File: config.mk
export PLATFORM = sky130hd
export DESIGN_NAME = mem_access
export DESIGN_NICKNAME = d
export VERILOG_FILES = /design/src/rtl/mem_access_pkg.sv /design/src/rtl/mem_lane_align.sv /design/src/rtl/mem_access.sv
export SDC_FILE = /design/constraint.sdc
export NUM_CORES = 1
export LEC_CHECK = 0
export ABC_AREA = 1
export CORE_MARGIN = 1.5
export CORE_UTILIZATION = 40
export CTS_CLUSTER_DIAMETER = 120
export CTS_CLUSTER_SIZE = 12
export DETAILED_ROUTE_END_ITERATION = 7
export PLACE_DENSITY = 0.76
export SETUP_SLACK_MARGIN = 0.05
export SYNTH_ARGS = -nofsm -noshare
export SYNTH_HDL_FRONTEND = slang
export SYNTH_HIERARCHICAL = 1
export SYNTH_SLANG_ARGS = --single-unit
File: constraint.sdc
create_clock -name clk -period 2.91 [get_ports clk]
set_input_delay 0.291 -clock clk [delete_from_list [all_inputs] [get_ports clk]]
set_output_delay 0.291 -clock clk [all_outputs]
set_load 0.02 [all_outputs]
File: src/rtl/mem_access_pkg.sv
// +------------------------------------------------------------------+
// | mem_access_pkg : shared widths, memop codes and FSM states        |
// | Rev 1.0                                                           |
// +------------------------------------------------------------------+
`default_nettype none

package mem_access_pkg;

  localparam int RegBus     = 32;
  localparam int RegAddrBus = 5;

  localparam logic [RegBus-1:0] zeroword = '0;

  localparam logic [2:0] MEMOP_NONE = 3'b000;
  localparam logic [2:0] MEMOP_LB   = 3'b001;
  localparam logic [2:0] MEMOP_LBU  = 3'b010;
  localparam logic [2:0] MEMOP_LW   = 3'b011;
  localparam logic [2:0] MEMOP_SB   = 3'b101;
  localparam logic [2:0] MEMOP_SW   = 3'b111;

  typedef enum logic [0:0] {
    ST_IDLE = 1'b0,
    ST_REQ  = 1'b1
  } state_e;

  // Collapse unused encodings onto NONE so downstream decode stays simple.
  function automatic logic [2:0] memop_norm(input logic [2:0] op);
    case (op)
      MEMOP_LB, MEMOP_LBU, MEMOP_LW, MEMOP_SB, MEMOP_SW: return op;
      default:                                           return MEMOP_NONE;
    endcase
  endfunction

  function automatic logic is_load(input logic [2:0] op);
    return (op == MEMOP_LB) || (op == MEMOP_LBU) || (op == MEMOP_LW);
  endfunction

  function automatic logic is_store(input logic [2:0] op);
    return (op == MEMOP_SB) || (op == MEMOP_SW);
  endfunction

  function automatic logic is_word(input logic [2:0] op);
    return (op == MEMOP_LW) || (op == MEMOP_SW);
  endfunction

endpackage

`default_nettype wire

File: src/rtl/mem_lane_align.sv
// +------------------------------------------------------------------+
// | mem_lane_align : big-endian byte-lane select, store replication   |
// | and load extraction/extension. Rev 1.0                            |
// +------------------------------------------------------------------+
`default_nettype none

module mem_lane_align
  import mem_access_pkg::*;
(
  input  logic [2:0]        memop_i,
  input  logic [1:0]        addr_lo_i,
  input  logic [RegBus-1:0] sdata_i,
  input  logic [RegBus-1:0] rdata_i,
  output logic [3:0]        sel_o,
  output logic [RegBus-1:0] wdata_o,
  output logic [RegBus-1:0] ldata_o
);

  logic [3:0] w_byte_sel;
  logic [7:0] w_lane;

  // Byte 0 of a word sits in bits [31:24].
  always_comb begin
    w_byte_sel = 4'b0000;
    w_lane     = 8'h00;
    case (addr_lo_i)
      2'd0: begin w_byte_sel = 4'b1000; w_lane = rdata_i[31:24]; end
      2'd1: begin w_byte_sel = 4'b0100; w_lane = rdata_i[23:16]; end
      2'd2: begin w_byte_sel = 4'b0010; w_lane = rdata_i[15:8];  end
      default: begin w_byte_sel = 4'b0001; w_lane = rdata_i[7:0]; end
    endcase
  end

  always_comb begin
    sel_o   = 4'b0000;
    wdata_o = zeroword;
    ldata_o = zeroword;
    case (memop_i)
      MEMOP_LB: begin
        sel_o   = w_byte_sel;
        ldata_o = {{24{w_lane[7]}}, w_lane};
      end
      MEMOP_LBU: begin
        sel_o   = w_byte_sel;
        ldata_o = {24'h000000, w_lane};
      end
      MEMOP_LW: begin
        sel_o   = 4'b1111;
        ldata_o = rdata_i;
      end
      MEMOP_SB: begin
        sel_o   = w_byte_sel;
        wdata_o = {4{sdata_i[7:0]}};
      end
      MEMOP_SW: begin
        sel_o   = 4'b1111;
        wdata_o = sdata_i;
      end
      default: ;
    endcase
  end

endmodule

`default_nettype wire

File: src/rtl/mem_access.sv
// +------------------------------------------------------------------+
// | mem_access : MEM stage with req/ack data-bus FSM and WB register. |
// | Option MEM_ALIGN_CHECK_EN traps misaligned LW/SW. Rev 1.0         |
// +------------------------------------------------------------------+
`default_nettype none

module mem_access
  import mem_access_pkg::*;
#(
  parameter int ADDR_W = 32,
  parameter int DATA_W = 32
) (
  input  logic                  clk,
  input  logic                  rst,
  input  logic                  ex_valid,
  output logic                  ex_ready,
  input  logic                  ex_we,
  input  logic [RegAddrBus-1:0] ex_waddr,
  input  logic [DATA_W-1:0]     ex_wdata,
  input  logic [2:0]            ex_memop,
  input  logic [ADDR_W-1:0]     ex_memaddr,
  input  logic [DATA_W-1:0]     ex_sdata,
  output logic                  dbus_req,
  output logic                  dbus_we,
  output logic [ADDR_W-1:0]     dbus_addr,
  output logic [3:0]            dbus_sel,
  output logic [DATA_W-1:0]     dbus_wdata,
  input  logic                  dbus_ack,
  input  logic [DATA_W-1:0]     dbus_rdata,
  output logic                  wb_valid,
  output logic                  wb_we,
  output logic [RegAddrBus-1:0] wb_waddr,
  output logic [DATA_W-1:0]     wb_wdata,
  output logic                  stall_req,
  output logic                  exc_misalign
);

  state_e                state_q, state_d;
  logic [2:0]            memop_q, memop_d;
  logic [1:0]            addr_lo_q, addr_lo_d;
  logic                  we_q, we_d;
  logic [RegAddrBus-1:0] waddr_q, waddr_d;
  logic                  dbus_req_q, dbus_req_d;
  logic                  dbus_we_q, dbus_we_d;
  logic [ADDR_W-1:0]     dbus_addr_q, dbus_addr_d;
  logic [3:0]            dbus_sel_q, dbus_sel_d;
  logic [DATA_W-1:0]     dbus_wdata_q, dbus_wdata_d;
  logic                  wb_valid_q, wb_valid_d;
  logic                  wb_we_q, wb_we_d;
  logic [RegAddrBus-1:0] wb_waddr_q, wb_waddr_d;
  logic [DATA_W-1:0]     wb_wdata_q, wb_wdata_d;

  logic                  w_accept;
  logic                  w_misalign;
  logic [2:0]            w_op;
  logic [2:0]            w_la_op;
  logic [1:0]            w_la_addr;
  logic [3:0]            w_sel;
  logic [DATA_W-1:0]     w_st_wdata;
  logic [DATA_W-1:0]     w_ldata;

  assign w_op     = memop_norm(ex_memop);
  assign w_accept = ex_valid && (state_q == ST_IDLE);

  // One aligner serves both issue (live EX fields) and completion (latched fields).
  assign w_la_op   = (state_q == ST_REQ) ? memop_q   : w_op;
  assign w_la_addr = (state_q == ST_REQ) ? addr_lo_q : ex_memaddr[1:0];

  mem_lane_align u_lane (
    .memop_i   (w_la_op),
    .addr_lo_i (w_la_addr),
    .sdata_i   (ex_sdata),
    .rdata_i   (dbus_rdata),
    .sel_o     (w_sel),
    .wdata_o   (w_st_wdata),
    .ldata_o   (w_ldata)
  );

`ifdef MEM_ALIGN_CHECK_EN
  logic exc_q;

  assign w_misalign = is_word(w_op) && (ex_memaddr[1:0] != 2'b00);

  always_ff @(posedge clk) begin
    if (!rst) exc_q <= 1'b0;
    else      exc_q <= w_accept && w_misalign;
  end

  assign exc_misalign = exc_q;
`else
  assign w_misalign   = 1'b0;
  assign exc_misalign = 1'b0;
`endif

  always_comb begin
    state_d      = state_q;
    memop_d      = memop_q;
    addr_lo_d    = addr_lo_q;
    we_d         = we_q;
    waddr_d      = waddr_q;
    dbus_req_d   = dbus_req_q;
    dbus_we_d    = dbus_we_q;
    dbus_addr_d  = dbus_addr_q;
    dbus_sel_d   = dbus_sel_q;
    dbus_wdata_d = dbus_wdata_q;
    wb_valid_d   = 1'b0;
    wb_we_d      = 1'b0;
    wb_waddr_d   = '0;
    wb_wdata_d   = zeroword;

    case (state_q)
      ST_IDLE: begin
        if (w_accept) begin
          if ((is_load(w_op) || is_store(w_op)) && !w_misalign) begin
            state_d      = ST_REQ;
            memop_d      = w_op;
            addr_lo_d    = ex_memaddr[1:0];
            we_d         = ex_we;
            waddr_d      = ex_waddr;
            dbus_req_d   = 1'b1;
            dbus_we_d    = is_store(w_op);
            dbus_addr_d  = {ex_memaddr[ADDR_W-1:2], 2'b00};
            dbus_sel_d   = w_sel;
            dbus_wdata_d = w_st_wdata;
          end else begin
            wb_valid_d = 1'b1;
            wb_we_d    = ex_we && !w_misalign;
            wb_waddr_d = ex_waddr;
            wb_wdata_d = w_misalign ? zeroword : ex_wdata;
          end
        end
      end

      ST_REQ: begin
        if (dbus_ack) begin
          state_d      = ST_IDLE;
          dbus_req_d   = 1'b0;
          dbus_we_d    = 1'b0;
          dbus_addr_d  = '0;
          dbus_sel_d   = 4'b0000;
          dbus_wdata_d = zeroword;
          wb_valid_d   = 1'b1;
          wb_we_d      = is_load(memop_q) && we_q;
          wb_waddr_d   = waddr_q;
          wb_wdata_d   = is_load(memop_q) ? w_ldata : zeroword;
        end
      end

      default: state_d = ST_IDLE;
    endcase
  end

  always_ff @(posedge clk) begin
    if (!rst) begin
      state_q      <= ST_IDLE;
      memop_q      <= MEMOP_NONE;
      addr_lo_q    <= 2'b00;
      we_q         <= 1'b0;
      waddr_q      <= '0;
      dbus_req_q   <= 1'b0;
      dbus_we_q    <= 1'b0;
      dbus_addr_q  <= '0;
      dbus_sel_q   <= 4'b0000;
      dbus_wdata_q <= zeroword;
      wb_valid_q   <= 1'b0;
      wb_we_q      <= 1'b0;
      wb_waddr_q   <= '0;
      wb_wdata_q   <= zeroword;
    end else begin
      state_q      <= state_d;
      memop_q      <= memop_d;
      addr_lo_q    <= addr_lo_d;
      we_q         <= we_d;
      waddr_q      <= waddr_d;
      dbus_req_q   <= dbus_req_d;
      dbus_we_q    <= dbus_we_d;
      dbus_addr_q  <= dbus_addr_d;
      dbus_sel_q   <= dbus_sel_d;
      dbus_wdata_q <= dbus_wdata_d;
      wb_valid_q   <= wb_valid_d;
      wb_we_q      <= wb_we_d;
      wb_waddr_q   <= wb_waddr_d;
      wb_wdata_q   <= wb_wdata_d;
    end
  end

  assign ex_ready   = (state_q == ST_IDLE);
  assign stall_req  = (state_q != ST_IDLE);
  assign dbus_req   = dbus_req_q;
  assign dbus_we    = dbus_we_q;
  assign dbus_addr  = dbus_addr_q;
  assign dbus_sel   = dbus_sel_q;
  assign dbus_wdata = dbus_wdata_q;
  assign wb_valid   = wb_valid_q;
  assign wb_we      = wb_we_q;
  assign wb_waddr   = wb_waddr_q;
  assign wb_wdata   = wb_wdata_q;

endmodule

`default_nettype wire

# --- Yosys cells after proc, flatten, opt, wreduce, memory -nomap -nowiden ---
# Cells that the tools add are included.
word_totals:
  register_bits: 121
  output_inout_bits: 112
  wordCells: 99
  in_bits: 141
op_classes:
  reduce_logical: 14
  n_eq_ne: 23
  mux: 47
  bitwise_logic: 1
op_table:
  columns: ["cell", "n"]
  rows:
  - ["$mux W32", 9]
  - ["$pmux W32 S2", 4]
  - ["$pmux W32 S3", 1]
  - ["$eq A3 B2 Y1 const B", 8]
  - ["$pmux W8 S3", 1]
  - ["$eq A3 B3 Y1 const B", 6]
  - ["$pmux W4 S2", 2]
  - ["$mux W5", 3]
  - ["$mux W1", 14]
  - ["$eq A3 B1 Y1 const B", 4]
  - ["$mux W4", 3]
  - ["$pmux W4 S3", 1]
  - ["$pmux W1 S2", 5]
  - ["$pmux W5 S2", 1]
  - ["$logic_or A1 B1 Y1", 6]
  - ["$mux W3", 2]
  - ["$reduce_and A3 Y1", 2]
  - ["$reduce_or A5 Y1", 1]
  - ["$ne A2 B1 Y1 const B", 2]
  - ["$reduce_or A3 Y1", 1]
  - ["$eq A2 B1 Y1 const B", 1]
  - ["$eq A2 B2 Y1 const B", 1]
  - ["$logic_and A1 B1 Y1", 2]
  - ["$logic_not A2 Y1", 1]
  - ["other kinds (4)", 4]

# --- Depth between registers and ports, before layout ---
# Gate-level depths: netlist of the first run.
logic_depth:
  depth_word: 10
  depth_mapped: 15
  ltp_nobuf: 13

# --- Hierarchy ---
# Netlist of the first run, hierarchy kept.
by_module_without_submodules:
  columns: ["module", "n_inst", "seq_area_each_um2", "area_per_inst_um2", "cells_per_inst"]
  rows:
  - ["mem_access", 1, 2382.3, 4732.0, 555]
  - ["mem_lane_align", 1, 0.0, 985.9, 231]

# --- Worst setup path before layout of the first run ---
# Ideal clock, no wire load.
synth_path:
  kind: "input to register"
  start: "input ex_memop[2]"
  end: "register dbus_sel_q[0], in the netlist dbus_sel[0]"
  n_path_buf: 2
  setup_slack_ns: 0.906
  t_arrival_ns: 1.872
  required_time_ns: 2.778
  cell_stages: 14
  setup_ns: 0.132
  cell_sequence: "inv_1 nand2_1 nand2_4 buf_4 buf_4 nand3_1 o21ai_0 nand2_1 nand3_1 nand2_1 nand3_1 nand2_1 nand3_1 a21oi_1"
synth_between:
  elab_chain_len: 10
  elab_cells_between_ends: 30
  classes_between: "eq/ne (16); mux (6); reduce/logical (8)"
synth_lines:
  columns: ["item", "line_no", "source"]
  rows:
  - ["start: declaration", "mem_access.sv:20", "input logic [2:0] ex_memop,"]
  - ["$eq A3 B1 Y1 (tied with other cells)", "mem_access_pkg.sv:28", "case (op)"]
  - ["$reduce_or A5 Y1 (*)", "mem_access_pkg.sv:28", null]
  - ["$mux W3 (*)", "mem_access_pkg.sv:28", null]
  - ["$mux W3 (*)", "mem_access.sv:66", "assign w_la_op = (state_q == ST_REQ) ? memop_q : w_op;"]
  - ["named net w_la_op[1]", "mem_access.sv:56", "logic [2:0] w_la_op;"]
  - ["$eq A3 B3 Y1 (tied with other cells)", "mem_lane_align.sv:38", "case (memop_i)"]
  - ["$reduce_or A3 Y1 (no line) or $reduce_or A2 Y1 (tied branches)", null, null]
  - ["$pmux W4 S2 (*)", "mem_lane_align.sv:38", null]
  - ["named net w_sel[0]", "mem_access.sv:58", "logic [3:0] w_sel;"]
  - ["$mux W4 (*)", "mem_access.sv:114", "if ((is_load(w_op) || is_store(w_op)) && !w_misalign) begin"]
  - ["$mux W4 (*)", "mem_access.sv:113", "if (w_accept) begin"]
  - ["$pmux W4 S2 (*)", "mem_access.sv:111", "case (state_q)"]
  - ["end signal: assignment", "mem_access.sv:178", "dbus_sel_q <= dbus_sel_d;"]
  - ["end: declaration", "mem_access.sv:46", "logic [3:0] dbus_sel_q, dbus_sel_d;"]
# The timed path passes the listed nets; every way through them passes the cells marked *. The select of a mux whose other input is x is not followed.
# A chain may end at the register's enable or synchronous reset.

# --- Worst setup path in the final report of the first run ---
layout_path:
  start: "register state_q, in the netlist stall_req"
  end: "register wb_wdata_q[24], in the netlist wb_wdata[24]"
layout_between:
  elab_chain_len: 7
  elab_cells_between_ends: 16
  classes_between: "eq/ne (5); mux (8); bitwise (1); reduce/logical (2)"
layout_lines:
  columns: ["item", "line_no", "source"]
  rows:
  - ["start: declaration", "mem_access.sv:38", "state_e state_q, state_d;"]
  - ["start signal: assignment", "mem_access.sv:170", "state_q <= state_d;"]
  - ["$mux W2 (*)", "mem_access.sv:67", "assign w_la_addr = (state_q == ST_REQ) ? addr_lo_q : ex_memaddr[1:0];"]
  - ["named net w_la_addr[1]", "mem_access.sv:57", "logic [1:0] w_la_addr;"]
  - ["$eq A2 B2 Y1 (tied with other cells)", "mem_lane_align.sv:26", "case (addr_lo_i)"]
  - ["$pmux W8 S3 (*)", "mem_lane_align.sv:26", null]
  - ["$pmux W32 S3 (*)", "mem_lane_align.sv:38", null]
  - ["named net w_ldata[24]", "mem_access.sv:60", "logic [DATA_W-1:0] w_ldata;"]
  - ["$mux W32 (*)", "mem_access.sv:145", "wb_wdata_d = is_load(memop_q) ? w_ldata : zeroword;"]
  - ["$mux W32 (*)", "mem_access.sv:135", "if (dbus_ack) begin"]
  - ["$pmux W32 S2 (*)", "mem_access.sv:111", null]
  - ["end signal: assignment", "mem_access.sv:168", "wb_wdata_q <= zeroword;"]
  - ["end signal: assignment", "mem_access.sv:183", "wb_wdata_q <= wb_wdata_d;"]
  - ["end: declaration", "mem_access.sv:51", "logic [DATA_W-1:0] wb_wdata_q, wb_wdata_d;"]
# The timed path passes the listed nets; every way through them passes the cells marked *.

==> flow_summary.ini, run 1 <==
[route]
routed_wl_mm = 18.8
dr.pass1.iters = 5
dr.first_iter.drc_count = 496
route.antenna.remaining_nets = 0
via_per_inst = 5.11
dr_total_vias = 6131
drc = 0
wl_per_cell_um = 15.7

[synthesis]
synth_area_mm2 = 0.00572
yosys.area.top_type = dfxtp_1
async_reset_ff_share_pct = 0
yosysSeqAreaShare_pct = 41.7
synth_cells = 786
synth_edf_count = 0
synth_top_area_share_pct = 41.7
synth_ff_type = dfxtp_1
yosys_warnings = 6
avgSynthCellArea_um2 = 7.27
synthTopCellsByArea = dfxtp_1, nand2_1, nand3_1
ys_ff_latch = 119
synth_cell_types = 27

[floorplanning]
dieWidth_um = 123
initial_utilization_pct = 41.0
die_area_mm2 = 0.0150
fp.coreArea_mm2 = 0.0139
fp-row-count = 43
die_y_um = 123
io_pins = 253

[worst_setup_path]
crit_fanout = 24
crit_slowest_cell = dfxtp_1
crit_path_frequent_cell = nand2_1
crit_required_ps = 3240
r2r_cells = 10
critical_path_class = reg2reg
critPathMaxStageDelay_ps = 610
reg2reg_to = wb_wdata[24]
r2r_setup_slack_ps = 500
reg2reg_from = stall_req
crit_arrival_ps = 2740
path_cells = inv_8 -> nand2_1 -> nand2_1 -> nor2_2 -> nand2_1 -> nand3_2 -> nand3_4 -> nand2_1 -> nand2_1 -> a21oi_1
critPathCaptureType = flop
cp-start-kind = flop

[timing]
holdWs_ps = 437
hold_violations = 0
min_period_ps = 2410
rsz0062_at_grt = false
setup_viol = 0
slew_headroom_pct = 45.7
max_freq_mhz = 415
drv_slew = 0
tns_ps = 0
finalWorstSetupSlack_ps = 501
tightest_slew_ps = 814
final.setup_skew_ps = 6.71
timing.final.crit_share_pct = 82.8

[hold_path]
hp-class = in2reg
min_to = wb_wdata[26]
min_path_cells = 3
hold_start = ex_wdata[26]

[grt]
grt_max_degree = 68
grt_pass1_vias = 5675
grt_usage_pct = 24.9
grt-ovfl-total = 0
grt_pass1_wl_mm = 29.1
antenna_found_initial = 0

[final_layout]
layout_common_cells = clkdlybuf4s50_1, nand2_1, nand3_1
fillCellCount = 1234
design_area_mm2 = 0.00885
final_common_cell = clkdlybuf4s50_1
antenna_cells = 0
area_growth_pct = 54.7
nets = 1147
layout-drive-gt1-share_pct = 11.9

[power_and_ir_drop]
power.leakage_nw = 3.43
p_per_area_mw_per_mm2 = 545
ir_drop_mv = 0.434

[clocking]
cts.sinks = 119
postCtsSetupRepairBufs = 0
htree_num_levels = 4
cts_root_buffer = clkbuf_16
clk_latency_ps = 410
cts_inserted_buffers = 17
path_clk_slew_ps = 50
cts_tree = built
cts_resized = 0
cts_hold_buf = 0
clockBufferDepth = 2

[placed_design]
portBuffers = 249
finalWeightedCongestion = 0.869
placed_area_mm2 = 0.00820
place_ws_ps = 478
dp_hpwl_mm = 12.9

[run]
drv_cap = 0

[status]
status = completed
## per-layer routing
layer / part of all wire, % / GRT usage (%)
met1: 42 / 31.1
met4: 2.7 / 11.0
met2: 47 / 39.7
met3: 8.6 / 7.57
met5: 0 / 0
## cell families (layout without fill, tap and decap cells)
family                 Yosys count  in the layout  share of synthesized area, %
DFF                            119            119                          41.7
AOI/OAI and AO/OA              130            130                          13.3
and+or+nand+nor                447            447                          36.5
other                            1              3                        0.0656
buffers and inverters           89            320                          8.45
## worst max path at each step
stage               slack [ps]             to   startpoint
floorplan                  910    dbus_sel[0]  ex_memop[2]
global placement           500  dbus_wdata[7]  ex_memop[1]
detailed placement         480    wb_wdata[7]  ex_memop[1]
CTS                        530   wb_wdata[23]    stall_req
global route               230   wb_wdata[29]    stall_req
finish                     500   wb_wdata[24]    stall_req
## stage by stage
step | power [mW] | utilization, % | cells
after floorplan | 2.19 | - | 788
after global placement | 2.56 | 58.9 | 1167
after detailed placement | 2.56 | 58.9 | 1167
after CTS | 4.86 | 63.5 | 1199
after global routing | 5.01 | 63.5 | 1199
final | 4.82 | 63.5 | 1199
## critical path: cells and delay by family (launching register included)
| family | cells | cell delay, ps |
|---|---|---|
| compound gates | 1 | 170 |
| buf+inv | 1 | 90 |
| flops | 1 | 610 |
| simple gates | 8 | 1450 |
## Yosys cell counts, types with 2 or more instances
library cell	instances
inv_1	22
nand2_2	13
nor2_1	45
buf_4	10
clkbuf_1	9
buf_6	9
a21oi_1	79
a21oi_2	29
nor2_2	2
dfxtp_1	119
nor2_4	2
nor3_1	2
buf_2	27
nand2_1	206
nand3_2	20
o21ai_1	7
buf_1	9
nand2_4	3
o21ai_0	14
nand3_1	152
## registers in the layout (all words and copies together) (netlist names)
| signal | flops |
|---|---|
| addr_lo_q | 2 |
| dbus_addr | 30 |
| dbus_req | 1 |
| dbus_sel | 4 |
| dbus_wdata | 32 |
| dbus_we | 1 |
| memop_q | 3 |
| stall_req | 1 |
| waddr_q | 5 |
| wb_valid | 1 |
| wb_waddr | 5 |
| wb_wdata | 32 |
| wb_we | 1 |
| we_q | 1 |
## where the power goes
part / total (mW) / switching (mW) / internal [mW]
sequential: 1.72 / 0.0297 / 1.69
clock: 2.29 / 0.754 / 1.54
combinational: 0.811 / 0.441 / 0.369
total: 4.82 / 1.23 / 3.60
## layout make-up
cell class / count / area, µm² / share of cell area [%]
sequential: 119 / 2380 / 26.9
inverter: 25 / 106 / 1.20
clock inverter: 13 / 203 / 2.29
multi-input combinational: 580 / 2870 / 32.4
tap: 180 / 225 / 2.55
timing repair buffer: 263 / 2620 / 29.6
clock buffer: 19 / 443 / 5.01
No activity file was read; power rests on OpenSTA's default activity.
==> inputs of run 2 (changes only) <==
--- a/config.mk
+++ b/config.mk
@@ -7,7 +7,7 @@
 export LEC_CHECK = 0
 export ABC_AREA = 1
 export CORE_MARGIN = 1.5
-export CORE_UTILIZATION = 40
+export CORE_UTILIZATION = 38
 export CTS_CLUSTER_DIAMETER = 120
 export CTS_CLUSTER_SIZE = 12
 export DETAILED_ROUTE_END_ITERATION = 7
==> constraint.sdc (replaced) <==
create_clock -name clk -period 2.1 [get_ports clk]
set_input_delay 0.21 -clock clk [delete_from_list [all_inputs] [get_ports clk]]
set_output_delay 0.21 -clock clk [all_outputs]
set_load 0.02 [all_outputs]
==> run 2 against run 1 <==
Sequential power grew 38%; combinational power is 49% higher; power is 35% higher; wire length rose by 1.0%; design area is 2.9% higher; largest cell class is now non-clock buffers; highest routed layer unchanged.
==> flow_summary.ini, run 2 (synthesized netlist as in run 1, its figures left out) <==
[final_layout]
layout-drive-gt1-share_pct = 13.9
nets = 1171
layout_common_cells = clkdlybuf4s50_1, nand2_1, nand3_1
final_cell_count_no_fill = 1227
antenna_cells = 0
area_growth_pct = 59.2
final_util_pct = 62.4
final_common_cell = clkdlybuf4s50_1

[placed_design]
portBuffers = 249
dp_hpwl_mm = 13.3
finalWeightedCongestion = 0.830
dp.cells = 1195

[floorplanning]
fp-row-count = 44
fp.coreArea_mm2 = 0.0146
die_area_mm2 = 0.0158
die_y_um = 126
io_pins = 253
initial_utilization_pct = 39.2
dieWidth_um = 126

[timing]
rsz0062_at_grt = false
tightest_slew_ps = 539
min_period_ps = 1880
setup_viol = 0
drv_slew = 0
max_freq_mhz = 533
final.setup_skew_ps = 4.23
timing.final.crit_share_pct = 89.4
slew_headroom_pct = 64.0
hold_violations = 0

[worst_setup_path]
critPathCaptureType = flop
critical_path_class = reg2reg
crit_fanout = 8
crit_required_ps = 2440
crit_arrival_ps = 2220
cp-start-kind = flop

[clocking]
path_clk_slew_ps = 50
cts_inserted_buffers = 17
cts_root_buffer = clkbuf_16
htree_num_levels = 4
cts.sinks = 119
clockBufferDepth = 2
clk_latency_ps = 410
cts_tree = built

[route]
wl_per_cell_um = 15.5
routed_wl_mm = 19.0
drc = 0
dr.first_iter.drc_count = 504
dr_total_vias = 6249
dr.pass1.iters = 5
via_per_inst = 5.09
route.antenna.remaining_nets = 0

[run]
drv_cap = 0

[status]
status = completed

[grt]
grt-ovfl-total = 0
grt_pass1_wl_mm = 30.2
grt_pass1_vias = 5800
grt_max_degree = 65
grt_usage_pct = 23.8
antenna_found_initial = 0

[power_and_ir_drop]
power_mw = 6.53
p_per_area_mw_per_mm2 = 717
ir_drop_mv = 0.603
power.leakage_nw = 3.57

[hold_path]
hp-class = in2reg
-- run 2: critical path, cell delays in order (launching register included) --
cell      delay (ps)
dfxtp_1          320
buf_12           150
nor3_1           240
o21bai_2         220
inv_1             90
o21ai_0          200
inv_1            190
nor2_1           130
nand3_1           80
a21oi_1          180
-- run 2: path summary, 6_finish.rpt --
kind                startpoint       endpoint  slack (ps)  depth (start not counted)
hold / removal    ex_wdata[23]   wb_wdata[23]         360                          3
setup / recovery     stall_req  dbus_wdata[6]         220                          9
setup reg to reg     stall_req  dbus_wdata[6]         220                          9
hold reg to reg     waddr_q[4]    wb_waddr[4]         470                          2
-- run 2: report_power, final --
group	switching [mW]	leakage [nW]	internal [mW]
Clock	1.02	0.302	1.92
Sequential	0.0369	0.968	2.34
Combinational	0.633	2.30	0.576
Total	1.69	3.57	4.84
-- run 2: routing by layer --
layer | part of all wire, % | vias to the layer above | track usage, %
met3 | 9.4 | 40 | 7.65
met5 | 0 | - | 0
met2 | 47 | 284 | 38.3
li1 | - | 3088 | -
met1 | 41 | 2837 | 29.2
met4 | 2.9 | 0 | 10.2
-- run 2: final cells by class --
| class | count | area (µm²) |
|---|---|---|
| fillers | 1292 | 5480 |
| repair buffers | 287 | 2920 |
| multi-input cells | 580 | 2870 |
| flip-flops and latches | 119 | 2380 |
| clock buffers | 24 | 512 |
| well taps | 184 | 230 |
| inverters | 25 | 106 |
| clock inverters | 8 | 92.6 |
-- run 2: metrics by stage --
stage / worst slack [ps] / setup TNS [ps] / hold slack [ps] / instance area [µm²]
CTS: 195 / 0 / 339 / 9100
finish: 222 / 0 / 363 / 9100
floorplan: 177 / 0 / 346 / 5730
global route: 63.6 / 0 / 363 / 9100
detailed placement: -69.1 / -1210 / 455 / 8500
global placement: -39.3 / -267 / 451 / 8500
-- run 2: repair_timing --
item,in CTS,in global routing
setup endpoints to repair,0,7
setup buffers,0,0
hold buffers,0,0
gates resized for setup,0,1
==> inputs of run 3 (changes only) <==
--- a/config.mk
+++ b/config.mk
@@ -8,6 +8,7 @@
 export ABC_AREA = 1
 export CORE_MARGIN = 1.5
 export CORE_UTILIZATION = 38
+export CTS_BUF_LIST = sky130_fd_sc_hd__clkbuf_8 sky130_fd_sc_hd__clkbuf_16
 export CTS_CLUSTER_DIAMETER = 120
 export CTS_CLUSTER_SIZE = 12
 export DETAILED_ROUTE_END_ITERATION = 7
==> run 3 against run 2 <==
Critical path type unchanged; largest power group unchanged; maximum frequency down 0.32%; wire length about the same; clock power about the same; worst setup slack worse by 6.0 ps; clock-buffer cell count down 1; final cell count unchanged; clock skew about the same; first-iteration DRC count up 0.20%; design area unchanged; power about the same; hold slack about the same; non-clock buffer count unchanged.
==> flow_summary.ini, run 3 (synthesized netlist as in run 1, its figures left out) <==
[power_and_ir_drop]
ir_drop_mv = 0.603
power.leakage_nw = 3.58
p_per_area_mw_per_mm2 = 717

[worst_setup_path]
reg2reg_to = dbus_wdata[6]
cp-start-kind = flop
worst-path-stages = 9
reg2reg_from = stall_req
crit_slowest_cell = dfxtp_1
crit_required_ps = 2440
r2r_cells = 9
critical_path_class = reg2reg
critPathCaptureType = flop
crit_start = stall_req
critPathMaxStageDelay_ps = 320
crit_end = dbus_wdata[6]
crit_path_frequent_cell = inv_1
r2r_setup_slack_ps = 220
path_buf_inv = 3
path_cells = buf_12 -> nor3_1 -> o21bai_2 -> inv_1 -> o21ai_0 -> inv_1 -> nor2_1 -> nand3_1 -> a21oi_1
crit_family = compound AO/OA/AOI/OAI gates
crit_fanout = 8
crit_arrival_ps = 2220

[route]
dr.first_iter.drc_count = 505
drc = 0
wl_per_cell_um = 15.5
via_per_inst = 5.11
dr.pass1.iters = 5
dr_total_vias = 6265
route.antenna.remaining_nets = 0
routed_wl_mm = 19.0

[timing]
min_period_ps = 1880
final.setup_skew_ps = 4.09
setup_viol = 0
hold_violations = 0
rsz0062_at_grt = false
timing.final.crit_share_pct = 89.7
tightest_slew_ps = 538
drv_slew = 0
max_freq_mhz = 531
slew_headroom_pct = 64.1
finalWorstSetupSlack_ps = 216

[clocking]
cts_tree = built
clk_latency_ps = 410
cts_root_buffer = clkbuf_16
path_clk_slew_ps = 50
cts_resized = 0
clockBufferDepth = 2
htree_num_levels = 4
cts_inserted_buffers = 17
cts_hold_buf = 0
cts.sinks = 119
postCtsSetupRepairBufs = 0

[floorplanning]
fp.coreArea_mm2 = 0.0146
die_y_um = 126
fp-row-count = 44
initial_utilization_pct = 39.2
dieWidth_um = 126
io_pins = 253
die_area_mm2 = 0.0158

[placed_design]
finalWeightedCongestion = 0.830
portBuffers = 249
place_ws_ps = -69.1
placed_area_mm2 = 0.00850
dp_hpwl_mm = 13.3

[grt]
grt-ovfl-total = 0
grt_max_degree = 65
grt_pass1_wl_mm = 30.2
antenna_found_initial = 0
grt_pass1_vias = 5800
grt_usage_pct = 23.8

[final_layout]
final_common_cell = clkdlybuf4s50_1
area_growth_pct = 59.2
layout_common_cells = clkdlybuf4s50_1, nand2_1, nand3_1
nets = 1171
layout-drive-gt1-share_pct = 13.9
antenna_cells = 0
final_util_pct = 62.4
design_area_mm2 = 0.00910

[status]
status = completed

[hold_path]
hp-class = in2reg

[run]
drv_cap = 0
-- run 3: cell type report --
cell class                 instances  area [µm²]
clock buffer                      23         508
clock inverter                     9        96.3
fill                            1292        5480
inverter                          25         106
multi-input combinational        580        2870
sequential                       119        2380
tap                              184         230
timing repair buffer             287        2920
-- run 3: metal layers --
layer	global-route usage [%]	wire length, µm
met5	0	0
met4	10.2	556
met3	7.65	1810
met2	38.3	8940
met1	29.2	7710
-- run 3: stage by stage --
step | power, mW | hold WS [ps] | std cells | setup TNS (ps)
2_1_floorplan | 3.03 | 346 | 788 | 0
3_3_place_gp | 3.62 | 451 | 1195 | -267
3_5_place_dp | 3.63 | 455 | 1195 | -1210
4_1_cts | 6.58 | 339 | 1227 | 0
5_1_grt | 6.78 | 363 | 1227 | 0
6_report | 6.53 | 363 | 1227 | 0
-- run 3: worst min-delay path by stage --
stage,endpoint,from,slack (ps),cells after the start
after detailed placement,wb_waddr[1],waddr_q[1],460,2
final,wb_wdata[23],ex_wdata[23],360,3
after global placement,dbus_req,dbus_req,450,2
after CTS,wb_wdata[23],ex_wdata[23],340,3
after floorplan,waddr_q[0],rst,350,2
after global routing,wb_wdata[0],ex_wdata[0],360,3
-- run 3: worst register-to-register path: stages (launching register included) --
cell	delay, ps
dfxtp_1	320
buf_12	150
nor3_1	240
o21bai_2	220
inv_1	90
o21ai_0	200
inv_1	190
nor2_1	130
nand3_1	80
a21oi_1	190
-- run 3: where the power goes --
group	switching (mW)	internal [mW]	total, mW	leakage, nW
Sequential	0.0370	2.34	2.38	0.968
Clock	1.02	1.92	2.94	0.306
Combinational	0.634	0.576	1.21	2.30
